### src/rtl/id_ex_stage_reg_if.sv
// ID/EX stage bus: decode control, operands and forwarding sources in; EX control and operands out.
// bubble_cnt exists only when IDEX_PERF_CNT_EN is defined.
interface id_ex_stage_reg_if #(
  parameter int DW   = 32,
  parameter int RW   = 5,
  parameter int CNTW = 16
);
  logic          flush;
  logic          id_wreg;
  logic          id_m2reg;
  logic          id_wmem;
  logic [3:0]    id_aluc;
  logic          id_aluimm;
  logic          id_regrt;
  logic [1:0]    id_fwda;
  logic [1:0]    id_fwdb;
  logic [RW-1:0] id_rs;
  logic [RW-1:0] id_rt;
  logic [RW-1:0] id_rd;
  logic [15:0]   id_imm;
  logic [DW-1:0] id_qa;
  logic [DW-1:0] id_qb;
  logic [DW-1:0] ex_alu_res;
  logic [DW-1:0] mem_alu_res;
  logic [DW-1:0] mem_dout;
  logic          mm2reg;
  logic          ewreg;
  logic          em2reg;
  logic          ewmem;
  logic          ealuimm;
  logic [3:0]    ealuc;
  logic [RW-1:0] edestReg;
  logic [DW-1:0] ea;
  logic [DW-1:0] eb;
  logic [DW-1:0] eimm;
  logic          wpcir;
`ifdef IDEX_PERF_CNT_EN
  logic [CNTW-1:0] bubble_cnt;
`endif

  modport master (
    output flush, id_wreg, id_m2reg, id_wmem, id_aluc, id_aluimm, id_regrt,
           id_fwda, id_fwdb, id_rs, id_rt, id_rd, id_imm, id_qa, id_qb,
           ex_alu_res, mem_alu_res, mem_dout, mm2reg,
    input  ewreg, em2reg, ewmem, ealuimm, ealuc, edestReg, ea, eb, eimm, wpcir
`ifdef IDEX_PERF_CNT_EN
    , input bubble_cnt
`endif
  );

  modport slave (
    input  flush, id_wreg, id_m2reg, id_wmem, id_aluc, id_aluimm, id_regrt,
           id_fwda, id_fwdb, id_rs, id_rt, id_rd, id_imm, id_qa, id_qb,
           ex_alu_res, mem_alu_res, mem_dout, mm2reg,
    output ewreg, em2reg, ewmem, ealuimm, ealuc, edestReg, ea, eb, eimm, wpcir
`ifdef IDEX_PERF_CNT_EN
    , output bubble_cnt
`endif
  );
endinterface

### src/rtl/id_ex_stage_reg.sv
// ID/EX pipeline register: operand forwarding, immediate extension, load-use stall and bubble insertion.
// Optional saturating bubble counter enabled by defining IDEX_PERF_CNT_EN.
module id_ex_stage_reg #(
  parameter int DW   = 32,
  parameter int RW   = 5,
  parameter int CNTW = 16
) (
  input logic               clk,
  input logic               rst_n,
  id_ex_stage_reg_if.slave  bus
);

  function automatic logic [DW-1:0] fwd_mux(
    input logic [1:0]    sel,
    input logic [DW-1:0] rf,
    input logic [DW-1:0] ex_res,
    input logic [DW-1:0] mem_res,
    input logic [DW-1:0] mem_load,
    input logic          mem_is_load
  );
    logic [DW-1:0] v;
    case (sel)
      2'b01:   v = ex_res;
      2'b10:   v = mem_is_load ? mem_load : mem_res;
      default: v = rf;
    endcase
    return v;
  endfunction

  logic          r_ewreg;
  logic          r_em2reg;
  logic          r_ewmem;
  logic          r_ealuimm;
  logic [3:0]    r_ealuc;
  logic [RW-1:0] r_edest;
  logic [DW-1:0] r_ea;
  logic [DW-1:0] r_eb;
  logic [DW-1:0] r_eimm;

  logic [DW-1:0] w_fwd_a;
  logic [DW-1:0] w_fwd_b;
  logic [DW-1:0] w_imm_ext;
  logic [RW-1:0] w_dest;
  logic          w_hz;
  logic          w_bubble;

  assign w_fwd_a   = fwd_mux(bus.id_fwda, bus.id_qa, bus.ex_alu_res, bus.mem_alu_res,
                             bus.mem_dout, bus.mm2reg);
  assign w_fwd_b   = fwd_mux(bus.id_fwdb, bus.id_qb, bus.ex_alu_res, bus.mem_alu_res,
                             bus.mem_dout, bus.mm2reg);
  assign w_imm_ext = {{(DW-16){bus.id_imm[15]}}, bus.id_imm};
  assign w_dest    = bus.id_regrt ? bus.id_rt : bus.id_rd;

  // A load in EX whose non-zero destination feeds rs or rt cannot be forwarded in time.
  assign w_hz      = r_ewreg & r_em2reg & (r_edest != RW'(0)) &
                     ((r_edest == bus.id_rs) | (r_edest == bus.id_rt));
  assign w_bubble  = bus.flush | w_hz;

  // Pipeline register: bubble on flush or hazard, else capture the decoded instruction.
  always_ff @(posedge clk or negedge rst_n) begin
    if (!rst_n) begin
      r_ewreg   <= 1'b0;
      r_em2reg  <= 1'b0;
      r_ewmem   <= 1'b0;
      r_ealuimm <= 1'b0;
      r_ealuc   <= 4'b0000;
      r_edest   <= RW'(0);
      r_ea      <= DW'(0);
      r_eb      <= DW'(0);
      r_eimm    <= DW'(0);
    end else if (w_bubble) begin
      r_ewreg   <= 1'b0;
      r_em2reg  <= 1'b0;
      r_ewmem   <= 1'b0;
      r_ealuimm <= 1'b0;
      r_ealuc   <= 4'b0000;
      r_edest   <= RW'(0);
      r_ea      <= DW'(0);
      r_eb      <= DW'(0);
      r_eimm    <= DW'(0);
    end else begin
      r_ewreg   <= bus.id_wreg;
      r_em2reg  <= bus.id_m2reg;
      r_ewmem   <= bus.id_wmem;
      r_ealuimm <= bus.id_aluimm;
      r_ealuc   <= bus.id_aluc;
      r_edest   <= w_dest;
      r_ea      <= w_fwd_a;
      r_eb      <= w_fwd_b;
      r_eimm    <= w_imm_ext;
    end
  end

  assign bus.ewreg    = r_ewreg;
  assign bus.em2reg   = r_em2reg;
  assign bus.ewmem    = r_ewmem;
  assign bus.ealuimm  = r_ealuimm;
  assign bus.ealuc    = r_ealuc;
  assign bus.edestReg = r_edest;
  assign bus.ea       = r_ea;
  assign bus.eb       = r_eb;
  assign bus.eimm     = r_eimm;
  assign bus.wpcir    = ~w_hz;

`ifdef IDEX_PERF_CNT_EN
  logic [CNTW-1:0] r_bubble_cnt;

  // Saturating count of every bubble loaded (hazard or flush).
  always_ff @(posedge clk or negedge rst_n) begin
    if (!rst_n) begin
      r_bubble_cnt <= CNTW'(0);
    end else if (w_bubble && (r_bubble_cnt != {CNTW{1'b1}})) begin
      r_bubble_cnt <= r_bubble_cnt + CNTW'(1);
    end else begin
      r_bubble_cnt <= r_bubble_cnt;
    end
  end

  assign bus.bubble_cnt = r_bubble_cnt;
`endif

endmodule

### src/flat_wrapper.sv
// flat-port wrapper written by rule: the top's interface ports become plain ports
module id_ex_stage_reg_flat 
#(
  parameter int DW   = 32,
  parameter int RW   = 5,
  parameter int CNTW = 16
)
  (clk, rst_n, bus_flush, bus_id_wreg, bus_id_m2reg, bus_id_wmem, bus_id_aluc, bus_id_aluimm, bus_id_regrt, bus_id_fwda, bus_id_fwdb, bus_id_rs, bus_id_rt, bus_id_rd, bus_id_imm, bus_id_qa, bus_id_qb, bus_ex_alu_res, bus_mem_alu_res, bus_mem_dout, bus_mm2reg, bus_ewreg, bus_em2reg, bus_ewmem, bus_ealuimm, bus_ealuc, bus_edestReg, bus_ea, bus_eb, bus_eimm, bus_wpcir);
  id_ex_stage_reg_if #(.DW(DW), .RW(RW), .CNTW(CNTW)) bus_i ();
  input logic clk;
  input logic rst_n;
  input wire logic [$bits(bus_i.flush)-1:0] bus_flush;
  input wire logic [$bits(bus_i.id_wreg)-1:0] bus_id_wreg;
  input wire logic [$bits(bus_i.id_m2reg)-1:0] bus_id_m2reg;
  input wire logic [$bits(bus_i.id_wmem)-1:0] bus_id_wmem;
  input wire logic [$bits(bus_i.id_aluc)-1:0] bus_id_aluc;
  input wire logic [$bits(bus_i.id_aluimm)-1:0] bus_id_aluimm;
  input wire logic [$bits(bus_i.id_regrt)-1:0] bus_id_regrt;
  input wire logic [$bits(bus_i.id_fwda)-1:0] bus_id_fwda;
  input wire logic [$bits(bus_i.id_fwdb)-1:0] bus_id_fwdb;
  input wire logic [$bits(bus_i.id_rs)-1:0] bus_id_rs;
  input wire logic [$bits(bus_i.id_rt)-1:0] bus_id_rt;
  input wire logic [$bits(bus_i.id_rd)-1:0] bus_id_rd;
  input wire logic [$bits(bus_i.id_imm)-1:0] bus_id_imm;
  input wire logic [$bits(bus_i.id_qa)-1:0] bus_id_qa;
  input wire logic [$bits(bus_i.id_qb)-1:0] bus_id_qb;
  input wire logic [$bits(bus_i.ex_alu_res)-1:0] bus_ex_alu_res;
  input wire logic [$bits(bus_i.mem_alu_res)-1:0] bus_mem_alu_res;
  input wire logic [$bits(bus_i.mem_dout)-1:0] bus_mem_dout;
  input wire logic [$bits(bus_i.mm2reg)-1:0] bus_mm2reg;
  output wire logic [$bits(bus_i.ewreg)-1:0] bus_ewreg;
  output wire logic [$bits(bus_i.em2reg)-1:0] bus_em2reg;
  output wire logic [$bits(bus_i.ewmem)-1:0] bus_ewmem;
  output wire logic [$bits(bus_i.ealuimm)-1:0] bus_ealuimm;
  output wire logic [$bits(bus_i.ealuc)-1:0] bus_ealuc;
  output wire logic [$bits(bus_i.edestReg)-1:0] bus_edestReg;
  output wire logic [$bits(bus_i.ea)-1:0] bus_ea;
  output wire logic [$bits(bus_i.eb)-1:0] bus_eb;
  output wire logic [$bits(bus_i.eimm)-1:0] bus_eimm;
  output wire logic [$bits(bus_i.wpcir)-1:0] bus_wpcir;
  assign bus_i.flush = bus_flush;
  assign bus_i.id_wreg = bus_id_wreg;
  assign bus_i.id_m2reg = bus_id_m2reg;
  assign bus_i.id_wmem = bus_id_wmem;
  assign bus_i.id_aluc = bus_id_aluc;
  assign bus_i.id_aluimm = bus_id_aluimm;
  assign bus_i.id_regrt = bus_id_regrt;
  assign bus_i.id_fwda = bus_id_fwda;
  assign bus_i.id_fwdb = bus_id_fwdb;
  assign bus_i.id_rs = bus_id_rs;
  assign bus_i.id_rt = bus_id_rt;
  assign bus_i.id_rd = bus_id_rd;
  assign bus_i.id_imm = bus_id_imm;
  assign bus_i.id_qa = bus_id_qa;
  assign bus_i.id_qb = bus_id_qb;
  assign bus_i.ex_alu_res = bus_ex_alu_res;
  assign bus_i.mem_alu_res = bus_mem_alu_res;
  assign bus_i.mem_dout = bus_mem_dout;
  assign bus_i.mm2reg = bus_mm2reg;
  assign bus_ewreg = bus_i.ewreg;
  assign bus_em2reg = bus_i.em2reg;
  assign bus_ewmem = bus_i.ewmem;
  assign bus_ealuimm = bus_i.ealuimm;
  assign bus_ealuc = bus_i.ealuc;
  assign bus_edestReg = bus_i.edestReg;
  assign bus_ea = bus_i.ea;
  assign bus_eb = bus_i.eb;
  assign bus_eimm = bus_i.eimm;
  assign bus_wpcir = bus_i.wpcir;
  id_ex_stage_reg #(.DW(DW), .RW(RW), .CNTW(CNTW)) u_core (.clk(clk), .rst_n(rst_n), .bus(bus_i));
endmodule
### config.mk
export PLATFORM = sky130hd
export DESIGN_NAME = id_ex_stage_reg_flat
export DESIGN_NICKNAME = d
export VERILOG_FILES = /design/src/rtl/id_ex_stage_reg_if.sv /design/src/rtl/id_ex_stage_reg.sv /design/src/flat_wrapper.sv
export SDC_FILE = /design/constraint.sdc
export NUM_CORES = 1
export LEC_CHECK = 0
export CORE_MARGIN = 4
export CORE_UTILIZATION = 23
export DETAILED_ROUTE_END_ITERATION = 6
export SYNTH_ARGS = -nofsm -noshare
export SYNTH_HDL_FRONTEND = slang
export SYNTH_SLANG_ARGS = --single-unit
### constraint.sdc
create_clock -name clk -period 5.5 [get_ports clk]
set_input_delay 1.65 -clock clk [delete_from_list [all_inputs] [get_ports clk]]
set_output_delay 1.65 -clock clk [all_outputs]
set_load 0.02 [all_outputs]
# Yosys cells after proc, flatten, opt, wreduce, memory -nomap -nowiden

Cells that the tools add are included.

Flip-flop bits (word level): 109
Input port bits: 208
Word-level logic and storage cells: 35
Output and inout port bits: 110

Reductions and logical operators: 1
Muxes and demuxes: 13
Equality and inequality tests: 6
Bitwise operators: 6

Operators with widths:

| cell               | number |
|---|---|
| $mux 32            | 4 |
| $pmux 32 s2        | 2 |
| $eq 5x5->1         | 2 |
| $mux 5             | 2 |
| $reduce_bool 5->1  | 1 |
| $eq 2x1->1 const B | 2 |
| $eq 2x2->1 const B | 2 |
| $mux 1             | 4 |
| $mux 4             | 1 |
| $and 1x1->1        | 3 |
| $or 1x1->1         | 2 |
| $not 1->1          | 1 |

# Logic depth before layout (Yosys ltp)

Gate-level depths: netlist (run 1).

Word-level depth: 5
Gate-level depth with buffers: 7
Depth with buffers taken out: 5

# Least setup slack after synthesis (run 1)

No wires, ideal clock.

Path kind: input port to output port
From: input bus_id_rs[0]
To: output bus_wpcir
Path buffers: 0
Setup slack: 1.396 ns
Arrival: 2.454 ns
Data required time: 3.850 ns
Stages: 4
Cells stage by stage: xor2_1 -> nor3_1 -> a22oi_1 -> or2_2

Cells in the longest elaborated chain, start to end: 4

RTL lines:

| what            | RTL line               | text |
|---|---|---|
| start, declared | flat_wrapper.sv:21     | `input wire logic [$bits(bus_i.id_rs)-1:0] bus_id_rs;` |
| $eq 5x5->1      | id_ex_stage_reg.sv:56  | `((r_edest == bus.id_rs) \| (r_edest == bus.id_rt));` |
| $or 1x1->1      | id_ex_stage_reg.sv:56  |  |
| $and 1x1->1     | id_ex_stage_reg.sv:55  | `assign w_hz = r_ewreg & r_em2reg & (r_edest != RW'(0)) &` |
| $not 1->1       | id_ex_stage_reg.sv:103 | `assign bus.wpcir = ~w_hz;` |
| end, declared   | flat_wrapper.sv:40     | `output wire logic [$bits(bus_i.wpcir)-1:0] bus_wpcir;` |

Every way passes these cells.

# Worst setup path after layout (run 1)

From: input bus_id_rs[2]
To: output bus_wpcir

Same word-level chain as after synthesis.

==> impl_metrics.tcl, run 1 <==
set metrics [dict create \
    track_usage 0.1592 \
    clk_latency_ps 350 \
    maxSlewHeadroom 0.4066 \
    irDropWorstVdd_mv 0.1571 \
    post-dp-hpwl_um 13990 \
    final-hold-violation-count 0 \
    fmax_mhz 193.1 \
    die_area_mm2 0.02294 \
    cts_root_buf "clkbuf_16" \
    fin_skew_ps 10.31 \
    avgViaCountPerCell 4.652 \
    num_vias 4596 \
    rsz0062_at_grt "no" \
    path_clk_slew_ps 80 \
    slew_violations 0 \
    cts_buffers 9 \
    syn_nets 648 \
    layout_commonest_cell "clkdlybuf4s50_1" \
    timing.rr.end "u_core.bus.ea[10]" \
    die_x_um 151.5 \
    initial_core_util 0.2340 \
    fin_crit_ps 5178 \
    overflow 0 \
    synth.cell_area_mm2 0.004735 \
    instances_no_fill 988 \
    core_mm2 0.02023 \
    cts_max_level 3 \
    hp-class "flop to flop" \
    powerDensity_mw_per_mm2 240.7 \
    reg2reg_from "u_core.bus.edestReg[2]" \
    r2r_setup_slack_ps 3340 \
    layout_common_cells "315 x clkdlybuf4s50_1, 93 x dfrtp_1, 64 x a221oi_1, 64 x nor2b_1, 61 x nor3_1" \
    min_from "u_core.bus.ewreg" \
    hold_depth 3 \
    area.growth.synth_to_final_pct 75.34 \
    cts_tree "done" \
    end_kind "output pin" \
    hold_buffers 0 \
    post-route-drc-count 0 \
    setup_viol 0 \
    post_drt_wl_per_cell_um 19.34 \
    r2r_cells 5 \
    path_class "primary input to output pin" \
    die_h_um 151.5 \
    cap_violations 0 \
    yosysUniqueCellTypes 24 \
    path_max_fanout 3 \
    clkSinkCount 93 \
    detail-route-antenna-nets 0 \
    port_buffers 317 \
    place_congestion 0.7938 \
    avgSynthCellArea_um2 10.86 \
    drive_gt1_frac 0.09331 \
    firstDrtPassIters 6 \
    p_leak_nw 3.270 \
    antenna_found_initial 0 \
    placed_cells 972 \
    fillers 1999 \
    grt_pass1_vias 4717 \
    worst-endpoint-required_ps 3850 \
    cts_setup_buffers 0 \
    ys.warnings.count 0 \
    ys_seq_area_frac 0.4915 \
    tightest_slew_ps 890.1 \
    diodes 0 \
    syn_inst 436 \
    status "completed" \
    cts_resized 0 \
    critical_path_arrival_ps 3530 \
    clock_path_buffers 2 \
    grt_max_degree 67 \
    startpoint_type "primary input" \
    placementRows 52 \
    num-nets-final 925 \
    pin_count 318 \
    holdPathEnd "u_core.bus.edestReg[0]" \
    drt_iter0_drc 139 \
    fin_tns_setup_ps 0 \
    postRouteWirelength_um 19100 \
    grt_pass1_wl_um 27680 \
    fin_crit_sh 0.9415 \
    ys_ff_latch 93 \
]
[cell usage after synthesis]
| cell type | instances | area share |
|---|---|---|
| dfrtp_1 | 93 | 0.49 |
| a221oi_1 | 64 | 0.12 |
| nor2b_1 | 64 | 0.085 |
| nor3_1 | 61 | 0.064 |
| mux2_2 | 32 | 0.076 |
| clkbuf_1 | 27 | 0.021 |
| and2_1 | 24 | 0.032 |
| buf_4 | 16 | 0.025 |
| xor2_1 | 10 | 0.018 |
| buf_2 | 8 | 0.0085 |
| nor2_1 | 7 | 0.0056 |
| inv_1 | 5 | 0.0040 |
| mux2i_1 | 5 | 0.011 |
| nor3_2 | 5 | 0.011 |
| ha_1 | 4 | 0.011 |
| buf_6 | 2 | 0.0048 |
| clkbuf_2 | 2 | 0.0021 |
| a22oi_1 | 1 | 0.0016 |
| buf_1 | 1 | 0.00079 |
| o211ai_2 | 1 | 0.0026 |
| o21a_1 | 1 | 0.0016 |
| o21ai_2 | 1 | 0.0019 |
| or2_2 | 1 | 0.0013 |
| or4_1 | 1 | 0.0016 |
[how the worst max path moves through the flow]
stage / from / to / slack, ps / cells past startpoint
after floorplan: bus_id_rs[0] / bus_wpcir / 1400 / 4
after global placement: bus_id_rt[3] / bus_wpcir / 330 / 6
after detailed placement: bus_id_rt[3] / bus_wpcir / 330 / 6
after CTS: bus_id_rt[0] / bus_wpcir / 330 / 6
after global routing: bus_id_rt[3] / bus_wpcir / 210 / 6
final: bus_id_rs[2] / bus_wpcir / 320 / 6
[per-stage QoR]
step                        util  hold WS [ps]  setup slack [ps]  cell area (um^2)  power (mW)
after floorplan                -         878.8              1396              4735       1.036
after global routing      0.4103         856.6             207.5              8302       2.106
after detailed placement  0.3951         813.0             329.6              7995       1.379
final                     0.4103         808.9             321.6              8302       1.998
after CTS                 0.4103         812.7             327.2              8302       2.036
after global placement    0.3951         804.7             333.4              7995       1.374
[routing by layer]
metal,part of all wire,global-route usage
met3,0.13,0.05860
met5,0,0
met2,0.48,0.2696
met1,0.37,0.1827
met4,0.024,0.06165
[layout make-up]
cell class	count	area, um^2	area share
multi-input combinational	282	2108	0.2540
inverter	5	18.77	0.002261
clock buffer	9	225.2	0.02713
clock inverter	7	81.33	0.009797
sequential	93	2327	0.2803
timing repair buffer	322	3203	0.3858
tap	270	337.8	0.04069
[logic make-up after synthesis]
| logic type | after synthesis | synth area share |
|---|---|---|
| mux | 37 | 0.08668 |
| flops | 93 | 0.4915 |
| fa+ha+maj | 4 | 0.01057 |
| xor+xnor | 10 | 0.01850 |
| compound gates | 68 | 0.1261 |
| buf+inv | 61 | 0.06686 |
| simple gates | 163 | 0.1998 |
[worst max-delay path: stages]
cell	delay, ps
clkdlybuf4s50_1	480
xor2_1	160
nor3_1	80
a22oi_1	390
or2_2	190
clkdlybuf4s50_1	590
[sequential cells by signal, indices dropped and copies added (netlist names)]
name,cells
u_core.bus.eimm,16
u_core.bus.em2reg,1
u_core.bus.edestReg,5
u_core.bus.ewmem,1
u_core.bus.eb,32
u_core.bus.ealuc,4
u_core.bus.ea,32
u_core.bus.ewreg,1
u_core.bus.ealuimm,1
[where the power goes]
| group | total (mW) | switching, mW | internal (mW) | leakage, nW |
|---|---|---|---|---|
| clock | 0.641 | 0.317 | 0.324 | 0.149 |
| combinational | 0.600 | 0.277 | 0.324 | 1.92 |
| sequential | 0.756 | 0.0199 | 0.737 | 1.20 |
Note: power is estimated with default switching activity, not from simulation.
==> run 2: changes to the inputs <==
CORE_UTILIZATION = 25   (was 23)
==> impl_metrics.tcl, run 2 (synthesis gave the netlist of run 1 again) <==
set metrics [dict create \
    overflow 0 \
    fmax_mhz 191.7 \
    p_leak_nw 3.277 \
    cpLargestDelayFamily "buffers and inverters" \
    end_kind "output pin" \
    place_congestion 0.8003 \
    track_usage 0.1747 \
    clock_path_buffers 2 \
    critical_path_arrival_ps 3570 \
    r2r_setup_slack_ps 3280 \
    core_mm2 0.01864 \
    grt_pass1_vias 5026 \
    max_stage_delay_ps 620 \
    crit_cells 6 \
    crit_chain "clkdlybuf4s50_1 -> xor2_1 -> nor3_1 -> a22oi_1 -> or2_2 -> clkdlybuf4s50_1" \
    worst-endpoint-required_ps 3850 \
    fillers 1764 \
    hold_depth 4 \
    maxSlewHeadroom 0.2464 \
    clkSinkCount 93 \
    antenna_found_initial 1 \
    cts_max_level 3 \
    drt_iter0_drc 163 \
    num_vias 4631 \
    startpoint_type "primary input" \
    power.switching_mw 0.5750 \
    cap_violations 0 \
    combPwrFrac 0.295 \
    post_drt_wl_per_cell_um 20.09 \
    path_clk_slew_ps 70 \
    dp_slack_ps 328.1 \
    cp_slowest_cell "clkdlybuf4s50_1" \
    p_clk_frac 0.333 \
    area.growth.synth_to_final_pct 74.47 \
    r2r_cells 6 \
    cts_buffers 9 \
    path_max_fanout 3 \
    clk_latency_ps 340 \
    tightest_slew_ps 1130 \
    fin_tns_setup_ps 0 \
    post-dp-hpwl_um 14360 \
    num-nets-final 924 \
    status "completed" \
    die_x_um 145.6 \
    power_frac_seq 0.372 \
    setup_viol 0 \
    fin_crit_ps 5215 \
    cts_resized 0 \
    grt_max_degree 70 \
    avgViaCountPerCell 4.864 \
    cts_root_buf "clkbuf_16" \
    firstDrtPassIters 5 \
    placementRows 50 \
    hold_buffers 0 \
    pin_count 318 \
    final-hold-violation-count 0 \
    fin_crit_sh 0.9482 \
    cts_tree "done" \
    irDropWorstVdd_mv 0.1307 \
    die_area_mm2 0.02120 \
    cp_common_cell "clkdlybuf4s50_1" \
    detail-route-antenna-nets 0 \
    critPathBufInv 2 \
    powerDensity_mw_per_mm2 246.6 \
    drive_gt1_frac 0.08926 \
    layout_common_cells "315 x clkdlybuf4s50_1, 93 x dfrtp_1, 64 x a221oi_1, 64 x nor2b_1, 61 x nor3_1" \
    layout_commonest_cell "clkdlybuf4s50_1" \
    fin_skew_ps 8.024 \
    cts_setup_buffers 0 \
    postRouteWirelength_um 19120 \
    die_h_um 145.6 \
    initial_core_util 0.2540 \
    worst_slack_ps 284.9 \
    rsz0062_at_grt "no" \
    grt_pass1_wl_um 29080 \
    p_int_mw 1.462 \
    slew_violations 0 \
    p_sw_frac 0.2823 \
    post-route-drc-count 0 \
    path_class "primary input to output pin" \
    hp-class "flop to flop" \
    port_buffers 317 \
]
## run 2: per-stage QoR
| step | hold WS, ps | area, um^2 | power (mW) | instances | utilization |
|---|---|---|---|---|---|
| finish | 1138 | 8260 | 2.037 | 952 | 0.4431 |
| global route | 1200 | 8260 | 2.139 | 952 | 0.4431 |
| CTS | 1159 | 8258 | 2.066 | 951 | 0.4430 |
| detailed placement | 1148 | 7938 | 1.378 | 935 | 0.4258 |
| global placement | 1160 | 7938 | 1.370 | 935 | 0.4258 |
| floorplan | 878.8 | 4735 | 1.036 | 436 | - |
## run 2: worst min-delay path, cell delays in order (launching register included)
cell      delay, ps
dfrtp_1         390
o211ai_2        130
o21ai_4          60
buf_4           350
nor2_1          180
## run 2: layout make-up
class / count / area [um^2] / area share
repair buffers: 321 / 3196 / 0.3869
flip-flops and latches: 93 / 2327 / 0.2817
multi-input cells: 282 / 2103 / 0.2546
well taps: 234 / 292.8 / 0.03544
clock buffers: 9 / 225.2 / 0.02726
clock inverters: 7 / 95.09 / 0.01151
inverters: 5 / 18.77 / 0.002272
diodes: 1 / 2.502 / 0.0003029
## run 2: final timing paths
path	start	to
setup / recovery	bus_id_rt[0]	bus_wpcir
hold / removal	u_core.bus.ewreg	u_core.bus.edestReg[2]
setup reg to reg	u_core.bus.edestReg[1]	u_core.bus.ea[20]
hold reg to reg	u_core.bus.ewreg	u_core.bus.edestReg[2]
max in group asynchronous	rst_n	u_core.bus.ea[12]
min in group asynchronous	rst_n	u_core.bus.ea[27]
## run 2: power by group through the flow
| stage | sequential (mW) | clock [mW] | combinational [mW] |
|---|---|---|---|
| 2_1_floorplan | 0.840 | 0 | 0.195 |
| 6_report | 0.757 | 0.678 | 0.602 |
| 4_1_cts | 0.758 | 0.700 | 0.608 |
| 3_3_place_gp | 0.770 | 0 | 0.600 |
| 5_1_grt | 0.763 | 0.735 | 0.641 |
| 3_5_place_dp | 0.772 | 0 | 0.606 |
## run 2: routing by layer
layer	wire length (um)	global-route usage
met5	0	0
met4	475	0.06078
met3	1608	0.05917
met2	9444	0.3040
met1	7594	0.2010
==> run 3: changes to the inputs <==
ABC_AREA = 1   (was unset)
HOLD_SLACK_MARGIN = 0.02   (was unset)
PLACE_DENSITY = 0.61   (was unset)
==> impl_metrics.tcl, run 3 <==
set metrics [dict create \
    area.growth.synth_to_final_pct 70.79 \
    cp_common_cell "nand2_1" \
    post-route-drc-count 0 \
    reg2reg_from "u_core.bus.edestReg[3]" \
    cpLargestDelayFamily "buffers and inverters" \
    powerDensity_mw_per_mm2 241.6 \
    p_leak_nw 3.907 \
    setup_viol 0 \
    cts_root_buf "clkbuf_16" \
    clock_path_buffers 2 \
    fmax_mhz 206.7 \
    yosysUniqueCellTypes 19 \
    layout_common_cells "315 x clkdlybuf4s50_1, 181 x nand2_1, 101 x nor2_1" \
    synth.cell_area_mm2 0.004977 \
    grt_max_degree 94 \
    cp-startpoint "bus_id_rt[3]" \
    synth.area.top_cells "dfrtp_1 47%, nand2_1 14%, o21ai_0 8.0%" \
    overflow 0 \
    irDropWorstVdd_mv 0.1373 \
    cp_slowest_cell "clkdlybuf4s50_1" \
    num-nets-final 1176 \
    clkSinkCount 93 \
    wl_met3_um 1640 \
    tightest_slew_ps 1093 \
    whs_ps 1344 \
    cts_tree "done" \
    post_drt_wl_per_cell_um 16.13 \
    met2_wirelength_um 9782 \
    yosys-top-cells-count "182 x nand2_1, 101 x nor2_1, 93 x dfrtp_1, 80 x o21ai_0, 71 x inv_1" \
    syn_inst 689 \
    drt_iter0_drc 252 \
    yosysTopAreaCellShare 0.4676 \
    r2r_cells 9 \
    rsz0062_at_grt "no" \
    clk_latency_ps 350 \
    antenna_found_initial 0 \
    pin_count 318 \
    post-dp-hpwl_um 14450 \
    die_area_mm2 0.02223 \
    cts_max_level 3 \
    cts_setup_buffers 0 \
    hold_buffers 0 \
    crit_chain "clkdlybuf4s50_1 -> inv_1 -> nand2_1 -> nand2_1 -> nor2_1 -> nand3_1 -> nand2_1 -> nand2_2 -> clkdlybuf4s50_1" \
    path_class "primary input to output pin" \
    fin_tns_setup_ps 0 \
    firstDrtPassIters 5 \
    layout_commonest_cell "clkdlybuf4s50_1" \
    wl_met1_um 8137 \
    track_usage 0.1706 \
    worst-endpoint-required_ps 3850 \
    async_reset_ff_frac 1.000 \
    synth_top_area_cell "dfrtp_1" \
    status "completed" \
    maxSlewHeadroom 0.2708 \
    startpoint_type "primary input" \
    synth_edf_count 0 \
    slew_violations 0 \
    ys_seq_area_frac 0.4676 \
    synth.most_common_cell "nand2_1" \
    grt_pass1_wl_um 29440 \
    fin_crit_sh 0.8794 \
    timing.rr.end "u_core.bus.ea[18]" \
    fin_skew_ps 11.29 \
    ys.warnings.count 0 \
    place_congestion 0.7899 \
    r2r_setup_slack_ps 3440 \
    syn_nets 901 \
    max_stage_delay_ps 540 \
    critPathBufInv 3 \
    synthFlopType "dfrtp_1" \
    avgSynthCellArea_um2 7.224 \
    diodes 0 \
    path_max_fanout 3 \
    cts_buffers 9 \
    placementRows 51 \
    drive_gt1_frac 0.03202 \
    ys_ff_latch 93 \
    fin_crit_ps 4837 \
    postRouteWirelength_um 19890 \
    port_buffers 317 \
    hp-class "primary input to async pin" \
    die_h_um 149.1 \
    num_vias 5307 \
    final-hold-violation-count 0 \
    core_mm2 0.01953 \
    cap_violations 0 \
    critical_path_arrival_ps 3190 \
    avgViaCountPerCell 4.304 \
    end_kind "output pin" \
    crit_cells 9 \
    detail-route-antenna-nets 0 \
    path_clk_slew_ps 70 \
    grt_pass1_vias 5214 \
    initial_core_util 0.2549 \
    highest_layer "met4" \
    cts_resized 0 \
    die_x_um 149.1 \
]
[run 3: cell types whose count changed in the layout (fill, tap and decap cells not counted), sizes merged, moves of 3 or more]
cell	delta
a21oi	+64
a221oi	-64
and2	-24
buf	+3
inv	+71
mux2	-32
nand2	+183
nand3	+4
nor2	+94
nor2b	-64
nor3	-65
o21ai	+95
xor2	-10
[run 3: logic make-up (layout without fill, tap and decap cells)]
family	after synthesis	in the layout	synth area share
and+or+nand+nor	289	289	0.2197
AOI/OAI and AO/OA	160	160	0.1609
buffers and inverters	136	415	0.1282
DFF	93	93	0.4676
muxes	5	5	0.01006
adders and majority gates	4	4	0.01006
xor gates and xnor gates	2	2	0.003520
[run 3: through the flow]
stage | instances | worst slack [ps] | power (mW) | instance area [um^2] | utilization
finish | 1233 | 663.1 | 2.054 | 8501 | 0.4353
global route | 1233 | 498.2 | 2.163 | 8501 | 0.4353
CTS | 1233 | 640.3 | 2.087 | 8501 | 0.4353
detailed placement | 1218 | 649.3 | 1.388 | 8182 | 0.4190
global placement | 1218 | 680.7 | 1.383 | 8182 | 0.4190
floorplan | 689 | 1768 | 1.045 | 4977 | -
[run 3: worst register-to-register path: stages (launching register included)]
cell	delay (ps)
dfrtp_1	430
inv_2	80
nand2_1	60
nand2_1	60
nor2_1	100
nand3_1	70
nand2_1	80
nand2_2	70
nand2_4	760
nor2_1	170
[run 3: routing by layer]
metal,vias up,GRT usage
met4,0,0.05629
met5,-,0
met2,208,0.2903
li1,2668,-
met1,2415,0.2134
met3,16,0.04041
[run 3: cell type report]
class                      instances  area, um^2
clock inverter                     6       93.84
sequential                        93        2327
inverter                          76       285.3
tap                              265       331.6
fill                            1990       11030
multi-input combinational        460        2019
timing repair buffer             324        3218
clock buffer                       9       225.2
[run 3: power by group]
part,switching [mW],internal [mW],total [mW],leakage [nW]
Combinational,0.306,0.305,0.611,2.55
Clock,0.287,0.400,0.687,0.153
Sequential,0.0195,0.736,0.756,1.20
[run 3: worst max-delay path by stage]
stage / endpoint / slack [ps]
final: bus_wpcir / 660
after global routing: bus_wpcir / 500
after CTS: bus_wpcir / 640
after detailed placement: bus_wpcir / 650
after global placement: bus_wpcir / 680
after floorplan: bus_wpcir / 1770
